**config.mk**
```make
export PLATFORM = sky130hd
export DESIGN_NAME = imem_writer
export DESIGN_NICKNAME = d
export VERILOG_FILES = /design/src/rtl/imem_writer.sv
export SDC_FILE = /design/constraint.sdc
export NUM_CORES = 1
export LEC_CHECK = 0
export BUFFER_PORTS_ARGS = -buffer_cell sky130_fd_sc_hd__buf_2
export CAP_MARGIN = 20
export CORE_ASPECT_RATIO = 0.7
export CORE_UTILIZATION = 40
export CTS_CLUSTER_DIAMETER = 50
export DETAILED_ROUTE_END_ITERATION = 12
export HOLD_SLACK_MARGIN = 0.05
export PLACE_DENSITY_LB_ADDON = 0.25
export SYNTH_ARGS = -nofsm -noshare
export SYNTH_HDL_FRONTEND = slang
export SYNTH_SLANG_ARGS = --single-unit
```
**constraint.sdc**
```tcl
create_clock -name clk -period 4.5 [get_ports clk]
set_clock_uncertainty 0.1 [all_clocks]
set_input_delay 0.9 -clock clk [delete_from_list [all_inputs] [get_ports clk]]
set_output_delay 0.9 -clock clk [all_outputs]
set_load 0.01 [all_outputs]
```
**src/rtl/imem_writer.sv**
```systemverilog
// Serialises 32-bit instruction words into big-endian byte writes for a byte-wide instruction memory.
// Optional bounds checking (suppressed out-of-range writes + sticky err) is enabled by IMEM_WRITER_BOUNDS_CHECK_EN.
module imem_writer #(
  parameter int IMEM_SIZE = 4096,
  parameter int CNT_W     = 16
) (
  input  logic             clk,
  input  logic             rst_n,
  input  logic             start,
  input  logic [63:0]      base_addr,
  input  logic [CNT_W-1:0] word_count,
  input  logic             in_valid,
  input  logic [31:0]      in_word,
  output logic             in_ready,
  output logic             mem_we,
  output logic [63:0]      mem_addr,
  output logic [7:0]       mem_wdata,
  output logic             busy,
`ifdef IMEM_WRITER_BOUNDS_CHECK_EN
  output logic             err,
`endif
  output logic             done
);

  typedef enum logic [1:0] {
    S_IDLE,
    S_ACCEPT,
    S_WRITE,
    S_DONE
  } state_t;

  state_t           r_state;
  state_t           w_next;
  logic [63:0]      r_ptr;
  logic [63:0]      r_last_addr;
  logic [CNT_W-1:0] r_rem;
  logic [1:0]       r_idx;
  logic [31:0]      r_word;
  logic [7:0]       r_last_data;
  logic [7:0]       w_byte;
  logic             w_in_range;
  logic             w_start_ok;

  assign w_start_ok = start && (r_state == S_IDLE);

`ifdef IMEM_WRITER_BOUNDS_CHECK_EN
  assign w_in_range = (r_ptr < 64'(IMEM_SIZE));
`else
  logic w_unused_size;
  assign w_unused_size = (IMEM_SIZE > 0);
  assign w_in_range    = 1'b1;
`endif

  // Big-endian: byte index 0 carries the most significant byte.
  always_comb begin
    case (r_idx)
      2'd0:    w_byte = r_word[31:24];
      2'd1:    w_byte = r_word[23:16];
      2'd2:    w_byte = r_word[15:8];
      default: w_byte = r_word[7:0];
    endcase
  end

  // NOTE: every output gets a default before the case so no path leaves a latch behind.
  always_comb begin
    w_next    = r_state;
    in_ready  = 1'b0;
    mem_we    = 1'b0;
    mem_addr  = r_last_addr;
    mem_wdata = r_last_data;
    busy      = (r_state != S_IDLE);
    done      = 1'b0;
    case (r_state)
      S_IDLE: begin
        if (start) w_next = (word_count == '0) ? S_DONE : S_ACCEPT;
      end
      S_ACCEPT: begin
        in_ready = 1'b1;
        if (in_valid) w_next = S_WRITE;
      end
      S_WRITE: begin
        mem_we    = w_in_range;
        mem_addr  = r_ptr;
        mem_wdata = w_byte;
        if (r_idx == 2'd3) w_next = (r_rem == CNT_W'(1)) ? S_DONE : S_ACCEPT;
      end
      default: begin
        done   = 1'b1;
        w_next = S_IDLE;
      end
    endcase
  end

  // NOTE: sequential state uses non-blocking assignments so all registers update from pre-edge values.
  always_ff @(posedge clk or negedge rst_n) begin
    if (!rst_n) r_state <= S_IDLE;
    else        r_state <= w_next;
  end

  // NOTE: datapath registers are reset too, so the held mem_addr/mem_wdata read 0 after reset.
  always_ff @(posedge clk or negedge rst_n) begin
    if (!rst_n) begin
      r_ptr       <= '0;
      r_rem       <= '0;
      r_idx       <= '0;
      r_word      <= '0;
      r_last_addr <= '0;
      r_last_data <= '0;
    end else begin
      if (w_start_ok) begin
        r_ptr <= base_addr;
        r_rem <= word_count;
      end
      if ((r_state == S_ACCEPT) && in_valid) begin
        r_word <= in_word;
        r_idx  <= 2'd0;
      end
      if (r_state == S_WRITE) begin
        r_ptr       <= r_ptr + 64'd1;
        r_idx       <= r_idx + 2'd1;
        r_last_addr <= r_ptr;
        r_last_data <= w_byte;
        if (r_idx == 2'd3) r_rem <= r_rem - CNT_W'(1);
      end
    end
  end

`ifdef IMEM_WRITER_BOUNDS_CHECK_EN
  // Sticky until reset or the next accepted start.
  always_ff @(posedge clk or negedge rst_n) begin
    if (!rst_n)                                   err <= 1'b0;
    else if (w_start_ok)                          err <= 1'b0;
    else if ((r_state == S_WRITE) && !w_in_range) err <= 1'b1;
  end
`endif

endmodule

```
==> impl_metrics.json, run 1 <==
{
  "status": "complete, no violations",
  "grt_pass1_wl_mm": 43.99,
  "rsz0062_at_grt": "false",
  "grt_usage_pct": 23.90,
  "cts_made_buffers": 17,
  "place_congestion": 0.8886,
  "layout.nets": 1309,
  "cts_resized": 0,
  "yosys_warnings": 0,
  "die_height_um": 129.7,
  "mostFrequentLayoutCell": "nand2_1",
  "post-place-cells": 1479,
  "rrSetupSlack_ns": 1.60,
  "drive_above_1_share_pct": 25.52,
  "worst_slack_ns": 1.127,
  "crit_arrival_ns": 2.37,
  "vdd_drop_max_v": 0.0002824,
  "ant_nets": 0,
  "relSlewSlack_pct": 28.08,
  "grt_pass1_vias": 7824,
  "slew_violations": 0,
  "setup-violations-final": 0,
  "post-route-period-util_pct": 74.95,
  "diodes": 0,
  "mostFrequentLayoutCells": "nand2_1, buf_2, dfrtp_1, nor2_1, nand3_1",
  "pre_cts_ws_ns": 1.581,
  "cp_slowest_cell": "inv_2",
  "overflow": 0,
  "path_cells": "nand2b_4 -> inv_2 -> buf_4 -> nand2_1 -> nand2_1 -> buf_2",
  "dp_hpwl_mm": 19.73,
  "clock_sinks": 188,
  "p_per_area_mw_per_mm2": 710.8,
  "post_cts_buffers": 0,
  "hold_violations": 0,
  "max_freq_mhz": 296.5,
  "synthCells": 1018,
  "syn_to_final_growth_pct": 19.60,
  "initial_utilization_pct": 40.97,
  "vias_per_cell": 5.597,
  "clkTransAtPathRegs_ns": 0.07,
  "fill_cells": 2221,
  "dieWidth_um": 184.4,
  "htree_levels": 4,
  "tns_ns": 0,
  "cp_common_cell": "nand2_1",
  "async_flop_share_pct": 100.0,
  "cp.required_ns": 3.50,
  "power_leakage_uw": 0.005091,
  "port_buffers": 191,
  "grt_max_degree": 86,
  "final_cells": 1511,
  "cap_violations": 0,
  "avgSynthCellArea_um2": 9.150,
  "drt_wl_total_mm": 27.92,
  "path_delay_family": "buffers and inverters",
  "hp-class": "in2async",
  "ctsRootBufferMaster": "clkbuf_16",
  "synth_cell_types": 66,
  "via_count": 8457,
  "antenna_found_initial": 1,
  "path_buf_inv": 3,
  "clock_latency_ns": 0.44,
  "synth_edf_count": 0,
  "cts_tree": "yes",
  "critPathMaxStageDelay_ns": 0.55,
  "ios": 192,
  "die_area_mm2": 0.02391,
  "rows": 46,
  "path_class": "reg2out",
  "startpoint_type": "register",
  "seq_area_frac_synth_pct": 50.50,
  "drtPass1Iterations": 5,
  "synth_ff_type": "dfrtp_1",
  "yosys_register_bits": 188,
  "wl_per_cell_um": 18.48,
  "cts_max_path_buffers": 2,
  "endpoint_kind": "primary output",
  "core_mm2": 0.02273,
  "syn_nets": 1141,
  "ctsHoldBuffers": 0,
  "drc": 0,
  "synth_area_mm2": 0.009315,
  "cp_max_fo": 41,
  "initialDrtViolationCount": 702,
  "fin_crit_ns": 3.373,
  "worst_pin_slew_ns": 1.071
}
-- registers in the layout (all words and copies together) (netlist names) --
name         cells
r_last_addr     64
r_word          32
r_ptr           64
r_idx            2
r_state          2
r_rem           16
r_last_data      8
-- per-stage QoR --
stage | hold slack, ns | power, uW | cell area, um2 | utilization [%]
global route | 0.3872 | 8535 | 11140 | 49.00
detailed placement | 0.3535 | 6428 | 10560 | 46.46
CTS | 0.3730 | 7978 | 11140 | 49.00
global placement | 0.3493 | 6343 | 10560 | 46.46
finish | 0.3550 | 7919 | 11140 | 49.00
floorplan | 0.3598 | 5199 | 9315 | -
-- worst paths after layout --
| kind | to | from | cells after the start |
|---|---|---|---|
| max reg2reg | r_ptr[20]$_DFFE_PN0P_ | r_ptr[0]$_DFFE_PN0P_ | 6 |
| min reg2reg | r_last_addr[6]$_DFF_PN0_ | r_last_addr[6]$_DFF_PN0_ | 2 |
| max in group asynchronous | r_ptr[0]$_DFFE_PN0P_ | rst_n | 2 |
| min | r_last_addr[40]$_DFF_PN0_ | rst_n | 1 |
| max | mem_addr[1] | r_state[0]$_DFFE_PN0P_ | 6 |
| min in group clk | r_last_addr[6]$_DFF_PN0_ | r_last_addr[6]$_DFF_PN0_ | 2 |
-- worst reg2reg max path: stages, from the launching register on --
cell and delay, ns:
dfrtp_1 0.53, ha_1 0.39, nand3_1 0.28, nor3_1 0.89, nand2_1 0.24, o211ai_1 0.21, o311ai_0 0.14
-- cell type report --
| type | instances | area [um2] | area share, % |
|---|---|---|---|
| Clock buffer | 17 | 425.4 | 3.819 |
| Clock inverter | 15 | 153.9 | 1.381 |
| Inverter | 16 | 60.06 | 0.5391 |
| Multi-Input combinational cell | 759 | 4332 | 38.88 |
| Sequential cell | 188 | 4705 | 42.23 |
| Tap cell | 312 | 390.4 | 3.504 |
| Timing Repair Buffer | 204 | 1075 | 9.647 |
-- synth_stat cells (4+ instances only) --
cell type  instances  share of area [%]
o211ai_1          19                1.5
nor2_1            87                3.5
nand3_1           44                2.4
nand4_1           36                2.4
o311ai_0          11                1.0
a221o_1            4               0.43
o22ai_1            8               0.54
a222oi_1           8               0.86
mux2_2            35                4.2
nand2b_1           5               0.34
and3_1             9               0.60
o21ai_0           35                1.9
nor4_1            16                1.1
inv_1             15               0.60
ha_1               7               0.94
a21oi_1           32                1.7
and2_1             5               0.34
o221a_2            8               0.97
a211oi_1          12               0.97
or4_1              6               0.48
nor3_1            26                1.4
clkbuf_1          36                1.5
buf_2             11               0.59
nor3b_1            5               0.40
nand2_1          256                 10
or3_1             12               0.81
a31oi_1            6               0.40
buf_1              5               0.20
a31o_2             6               0.56
dfrtp_1          188                 51
-- cells by family (layout without fill, tap and decap cells) --
family | after synthesis | in the layout | synth area share [%]
and+or+nand+nor | 533 | 533 | 27.05
adders and majority gates | 7 | 7 | 0.9402
AOI/OAI and AO/OA | 180 | 180 | 13.73
muxes | 38 | 38 | 4.553
DFF | 188 | 188 | 50.50
buffers and inverters | 71 | 252 | 3.130
xor gates and xnor gates | 1 | 1 | 0.09404
-- layer usage --
layer  up-vias  wire [um]  track usage [%]
met5         -          0                0
met2       324      11930            34.18
met1      4093      13420            36.08
met4         0        377            6.176
met3        23       2202            5.368
li1       4017          -                -
-- report_power, final --
part           total, uW  internal, uW  switching (uW)
logic               3170          1260            1900
clock network       1530           786             741
registers           3220          2510             718
total               7920          4560            3360
Power figures use the tool's default switching activity.
==> run 2: changes to the inputs <==
==> constraint.sdc (replaced) <==
create_clock -name clk -period 3.15 [get_ports clk]
set_clock_uncertainty 0.1 [all_clocks]
set_input_delay 0.63 -clock clk [delete_from_list [all_inputs] [get_ports clk]]
set_output_delay 0.63 -clock clk [all_outputs]
set_load 0.01 [all_outputs]
==> run 2 against run 1 <==
Compared with the run above:
- core utilization up 0.54 points
- clock power up 41%
- total power up 44%
- via count up 0.71%
- wire length down 0.73%
- register-to-register slack worse by 1.1 ns
- sequential power up 43%
- hold slack worse by 0.28 ns
- critical path type unchanged
- largest power group unchanged
==> impl_metrics.json, run 2 (synthesized netlist as in run 1, its figures left out) <==
{
  "path_delay_family": "buffers and inverters",
  "die_area_mm2": 0.02391,
  "route.met2.wl_mm": 11.84,
  "ant_nets": 0,
  "startpoint_type": "register",
  "vdd_drop_max_v": 0.0004504,
  "cp_max_fo": 33,
  "cts_max_path_buffers": 2,
  "clock_sinks": 188,
  "place_congestion": 0.9288,
  "rsz0062_at_grt": "true",
  "grt_pass1_wl_mm": 43.48,
  "clockPowerShare_pct": 19.0,
  "critPathMaxStageDelay_ns": 0.48,
  "rows": 46,
  "clock_latency_ns": 0.44,
  "syn_to_final_growth_pct": 20.91,
  "grt_usage_pct": 23.77,
  "routed.top_layer": "met4",
  "worst_slack_ns": 0.2048,
  "port_buffers": 191,
  "path_cells": "nand2b_4 -> inv_4 -> buf_12 -> nand2_1 -> nand2_1 -> buf_2",
  "pre_cts_ws_ns": 0.5405,
  "max_freq_mhz": 339.5,
  "fill_cells": 2209,
  "seqPwrFrac_pct": 40.5,
  "path_class": "reg2out",
  "initial_utilization_pct": 40.97,
  "wl_met3_mm": 2.051,
  "drive_above_1_share_pct": 25.85,
  "dieWidth_um": 184.4,
  "die_height_um": 129.7,
  "switching_power_uw": 4725,
  "cp_slowest_cell": "dfrtp_1",
  "via_count": 8517,
  "tns_ns": 0,
  "cts_made_buffers": 17,
  "drtPass1Iterations": 5,
  "htree_levels": 4,
  "dp_hpwl_mm": 19.54,
  "rrSetupSlack_ns": 0.54,
  "worst_pin_slew_ns": 0.9394,
  "endpoint_kind": "primary output",
  "diodes": 0,
  "drt_wl_total_mm": 27.72,
  "vias_per_cell": 5.607,
  "postLayoutCoreUtil_pct": 49.54,
  "relSlewSlack_pct": 37.14,
  "crit_arrival_ns": 2.22,
  "wl_met1_mm": 13.42,
  "grt_pass1_vias": 7881,
  "p_per_area_mw_per_mm2": 1011,
  "ctsHoldBuffers": 0,
  "fin_crit_ns": 2.945,
  "clkTransAtPathRegs_ns": 0.07,
  "reg_top3": "r_last_addr (64), r_ptr (64), r_word (32)",
  "comb_power_share_pct": 40.5,
  "cap_violations": 0,
  "post-route-period-util_pct": 93.50,
  "hp-class": "in2async",
  "p_sw_share_pct": 41.50,
  "initialDrtViolationCount": 664,
  "cts_tree": "yes",
  "internal_power_uw": 6662,
  "hold_violations": 0,
  "wl_per_cell_um": 18.25,
  "cp.required_ns": 2.42,
  "core_mm2": 0.02273,
  "status": "complete, no violations",
  "drc": 0,
  "grt_max_degree": 76,
  "layout.nets": 1318,
  "cp_common_cell": "nand2_1",
  "slew_violations": 0,
  "overflow": 0,
  "mostFrequentLayoutCell": "nand2_1",
  "setup-violations-final": 0,
  "ios": 192,
  "mostFrequentLayoutCells": "nand2_1, buf_2, dfrtp_1, nor2_1, nand3_1",
  "antenna_found_initial": 0,
  "ctsRootBufferMaster": "clkbuf_16",
  "power_leakage_uw": 0.005155,
  "path_buf_inv": 3
}
## run 2: cell count changes in the layout (fill, tap and decap cells not counted), sizes merged
cell / before / now
clkbuf: 18 / 22
bufinv: 1 / 2
buf: 203 / 212
inv: 24 / 16
clkinvlp: 2 / 1
clkinv: 4 / 7
## run 2: power by group through the flow
stage,Combinational (uW),Sequential [uW],Clock (uW)
floorplan,3160,4260,0
CTS,4660,4580,2210
global placement,4550,4580,0
detailed placement,4630,4620,0
global route,5190,4760,2320
finish,4610,4610,2160
## run 2: final cells by class
type                    count  area [um2]  area share, %
well taps                 312       390.4          3.466
flip-flops and latches    188        4705          41.77
inverters                  16       62.56         0.5554
multi-input cells         759        4332          38.46
repair buffers            213        1196          10.62
clock inverters            10       117.6          1.044
clock buffers              21       460.4          4.088
## run 2: path summary, 6_finish.rpt
kind,from,to,depth (start not counted)
setup / recovery,r_state[0]$_DFFE_PN0P_,mem_addr[47],6
hold / removal,rst_n,r_last_addr[42]$_DFF_PN0_,1
setup reg to reg,r_ptr[2]$_DFFE_PN0P_,r_ptr[50]$_DFFE_PN0P_,5
hold reg to reg,r_last_addr[43]$_DFF_PN0_,r_last_addr[43]$_DFF_PN0_,2
max in group asynchronous,rst_n,r_idx[0]$_DFFE_PN0P_,2
min in group clk,base_addr[34],r_ptr[34]$_DFFE_PN0P_,3
## run 2: through the flow
stage	power, uW	hold WS [ns]	std cells	instance area, um2
3_5_place_dp	9244	0.3551	1488	10680
6_report	11390	0.07354	1519	11260
3_3_place_gp	9129	0.3525	1488	10680
4_1_cts	11450	0.09632	1519	11260
2_1_floorplan	7427	0.2344	1018	9315
5_1_grt	12270	0.1093	1519	11260
## run 2: worst register-to-register path, cell delays in order (launching register included)
cell and delay, ns:
dfrtp_1 0.49, nand4_2 0.41, nor4_2 0.54, nand4_1 0.41
or3_1 0.45, a21oi_1 0.14
## run 2: what timing repair did
action,4_1_cts,5_1_grt
setup endpoints to repair,0,58
setup buffers,0,0
resized for setup,0,3
## run 2: metal layers
layer | global-route usage, % | up-vias
li1 | - | 4030
met1 | 36.03 | 4139
met2 | 33.81 | 320
met3 | 5.228 | 28
met4 | 6.422 | 0
met5 | 0 | -
==> run 3: changes to the inputs <==
--- a/config.mk
+++ b/config.mk
@@ -7,6 +7,8 @@
 export LEC_CHECK = 0
 export BUFFER_PORTS_ARGS = -buffer_cell sky130_fd_sc_hd__buf_2
 export CAP_MARGIN = 20
+export CELL_PAD_IN_SITES_DETAIL_PLACEMENT = 1
+export CELL_PAD_IN_SITES_GLOBAL_PLACEMENT = 1
 export CORE_ASPECT_RATIO = 0.7
 export CORE_UTILIZATION = 40
 export CTS_CLUSTER_DIAMETER = 50
==> run 3 against run 2 <==
Compared with the run above:
- design area is 0.67% higher
- fmax is 0.21% higher
- sequential share of layout area is 0.28 points lower
- clock power is 8% higher
- final cell count is 0.46% higher
- critical path depth stayed put
- sequential cell count stayed put
- sequential power hardly changed
- combinational power is 3% higher
- total power is 2.7% higher
- hold slack better by 0.0084 ns
- via count is 2.0% higher
==> impl_metrics.json, run 3 (synthesized netlist as in run 1, its figures left out) <==
{
  "htree_levels": 4,
  "mostFrequentLayoutCells": "nand2_1, buf_2, dfrtp_1, nor2_1, nand3_1",
  "rrSetupSlack_ns": 0.59,
  "status": "complete, no violations",
  "crit_arrival_ns": 2.21,
  "syn_to_final_growth_pct": 21.72,
  "rr_endpoint": "r_ptr[41]$_DFFE_PN0P_",
  "antenna_found_initial": 6,
  "drive_above_1_share_pct": 26.26,
  "startpoint_type": "register",
  "ios": 192,
  "cp_max_fo": 31,
  "post_cts_buffers": 0,
  "ant_nets": 0,
  "p_per_area_mw_per_mm2": 1032,
  "mostFrequentLayoutCell": "nand2_1",
  "setup-violations-final": 0,
  "via_count": 8691,
  "cts_tree": "yes",
  "cts_made_buffers": 17,
  "drc": 0,
  "initialDrtViolationCount": 570,
  "drtPass1Iterations": 5,
  "rsz0062_at_grt": "false",
  "die_height_um": 129.7,
  "cts_max_path_buffers": 2,
  "drt_wl_total_mm": 30.28,
  "worst_pin_slew_ns": 0.9554,
  "path_class": "reg2out",
  "relSlewSlack_pct": 36.07,
  "hp-class": "in2async",
  "endpoint_kind": "primary output",
  "ctsRootBufferMaster": "clkbuf_16",
  "layout.nets": 1321,
  "die_area_mm2": 0.02391,
  "wl_per_cell_um": 19.84,
  "grt_pass1_vias": 8529,
  "reg_top3": "r_last_addr (64), r_ptr (64), r_word (32)",
  "slew_violations": 0,
  "vdd_drop_max_v": 0.0004886,
  "clock_latency_ns": 0.45,
  "grt_pass1_wl_mm": 47.89,
  "dp_hpwl_mm": 21.69,
  "clock_sinks": 188,
  "overflow": 0,
  "hold_violations": 0,
  "core_mm2": 0.02273,
  "port_buffers": 191,
  "power_leakage_uw": 0.005199,
  "rows": 46,
  "power_uw": 11700,
  "dieWidth_um": 184.4,
  "max_freq_mhz": 340.3,
  "clkTransAtPathRegs_ns": 0.07,
  "tns_ns": 0,
  "grt_usage_pct": 26.11,
  "cp.required_ns": 2.42,
  "regToRegStartpoint": "r_state[0]$_DFFE_PN0P_",
  "fin_crit_ns": 2.939,
  "initial_utilization_pct": 40.97,
  "cap_violations": 0,
  "vias_per_cell": 5.695,
  "grt_max_degree": 78,
  "r2r_cells": 7,
  "final_area_mm2": 0.01134,
  "placed_area_mm2": 0.01070,
  "ctsHoldBuffers": 0,
  "place_congestion": 0.8558,
  "post-route-period-util_pct": 93.30
}
-- run 3: cell types whose count changed in the layout (fill, tap and decap cells not counted), sizes merged --
| cell | delta |
|---|---|
| clkinv | -2 |
| inv | +4 |
| diode | +3 |
| clkbuf | -1 |
| buf | +3 |
| clkinvlp | -1 |
| bufinv | +1 |
-- run 3: metal layers --
layer	wire length, um	up-vias	global-route usage, %
met1	14790	4379	39.03
met5	53	-	0
met4	474	8	6.961
met3	1759	40	5.284
met2	13210	223	38.16
li1	-	4041	-
-- run 3: final cells by class --
class	instances	area [um2]
clock inverter	12	157.7
clock buffer	20	466.7
tap	312	390.4
fill	2684	11400
inverter	16	65.06
sequential	188	4705
multi-input combinational	759	4332
antenna	3	7.507
timing repair buffer	216	1215
-- run 3: worst max path at each step --
| stage | startpoint | to | slack [ns] | cells past startpoint |
|---|---|---|---|---|
| CTS | r_state[0]$_DFFE_PN0P_ | mem_addr[47] | 0.12 | 6 |
| floorplan | r_state[0]$_DFFE_PN0P_ | mem_addr[0] | 0.69 | 9 |
| global placement | r_state[0]$_DFFE_PN0P_ | mem_addr[47] | 0.59 | 6 |
| detailed placement | r_state[0]$_DFFE_PN0P_ | mem_addr[47] | 0.47 | 6 |
| finish | r_state[0]$_DFFE_PN0P_ | mem_addr[47] | 0.21 | 6 |
| global route | r_idx[1]$_DFFE_PN0P_ | mem_wdata[2] | 0.02 | 7 |
-- run 3: where the power goes --
part,switching [uW],internal [uW]
clock,1010,1320
combinational,2840,1890
sequential,1050,3580
-- run 3: per-stage QoR --
stage / cells / utilization (%) / setup WS, ns / hold WS [ns]
3_3_place_gp: 1491 / 47.07 / 0.5940 / 0.3498
4_1_cts: 1523 / 49.83 / 0.1243 / 0.09990
5_1_grt: 1525 / 49.86 / 0.01979 / 0.1259
2_1_floorplan: 1018 / - / 0.6854 / 0.2344
3_5_place_dp: 1491 / 47.07 / 0.4692 / 0.3584
6_report: 1526 / 49.87 / 0.2111 / 0.08196
-- run 3: repair_timing --
| action | 4_1_cts | 5_1_grt |
|---|---|---|
| endpoints found under the hold margin | 0 | 0 |
| gates resized for setup | 1 | 1 |
| pin swaps | 0 | 0 |
| setup endpoints to repair | 1 | 1 |
-- run 3: worst max-delay path: stages (launching register included) --
cell	delay, ns
dfrtp_1	0.48
nand2b_4	0.35
inv_6	0.27
buf_12	0.22
nand2_1	0.16
nand2_1	0.12
buf_2	0.14
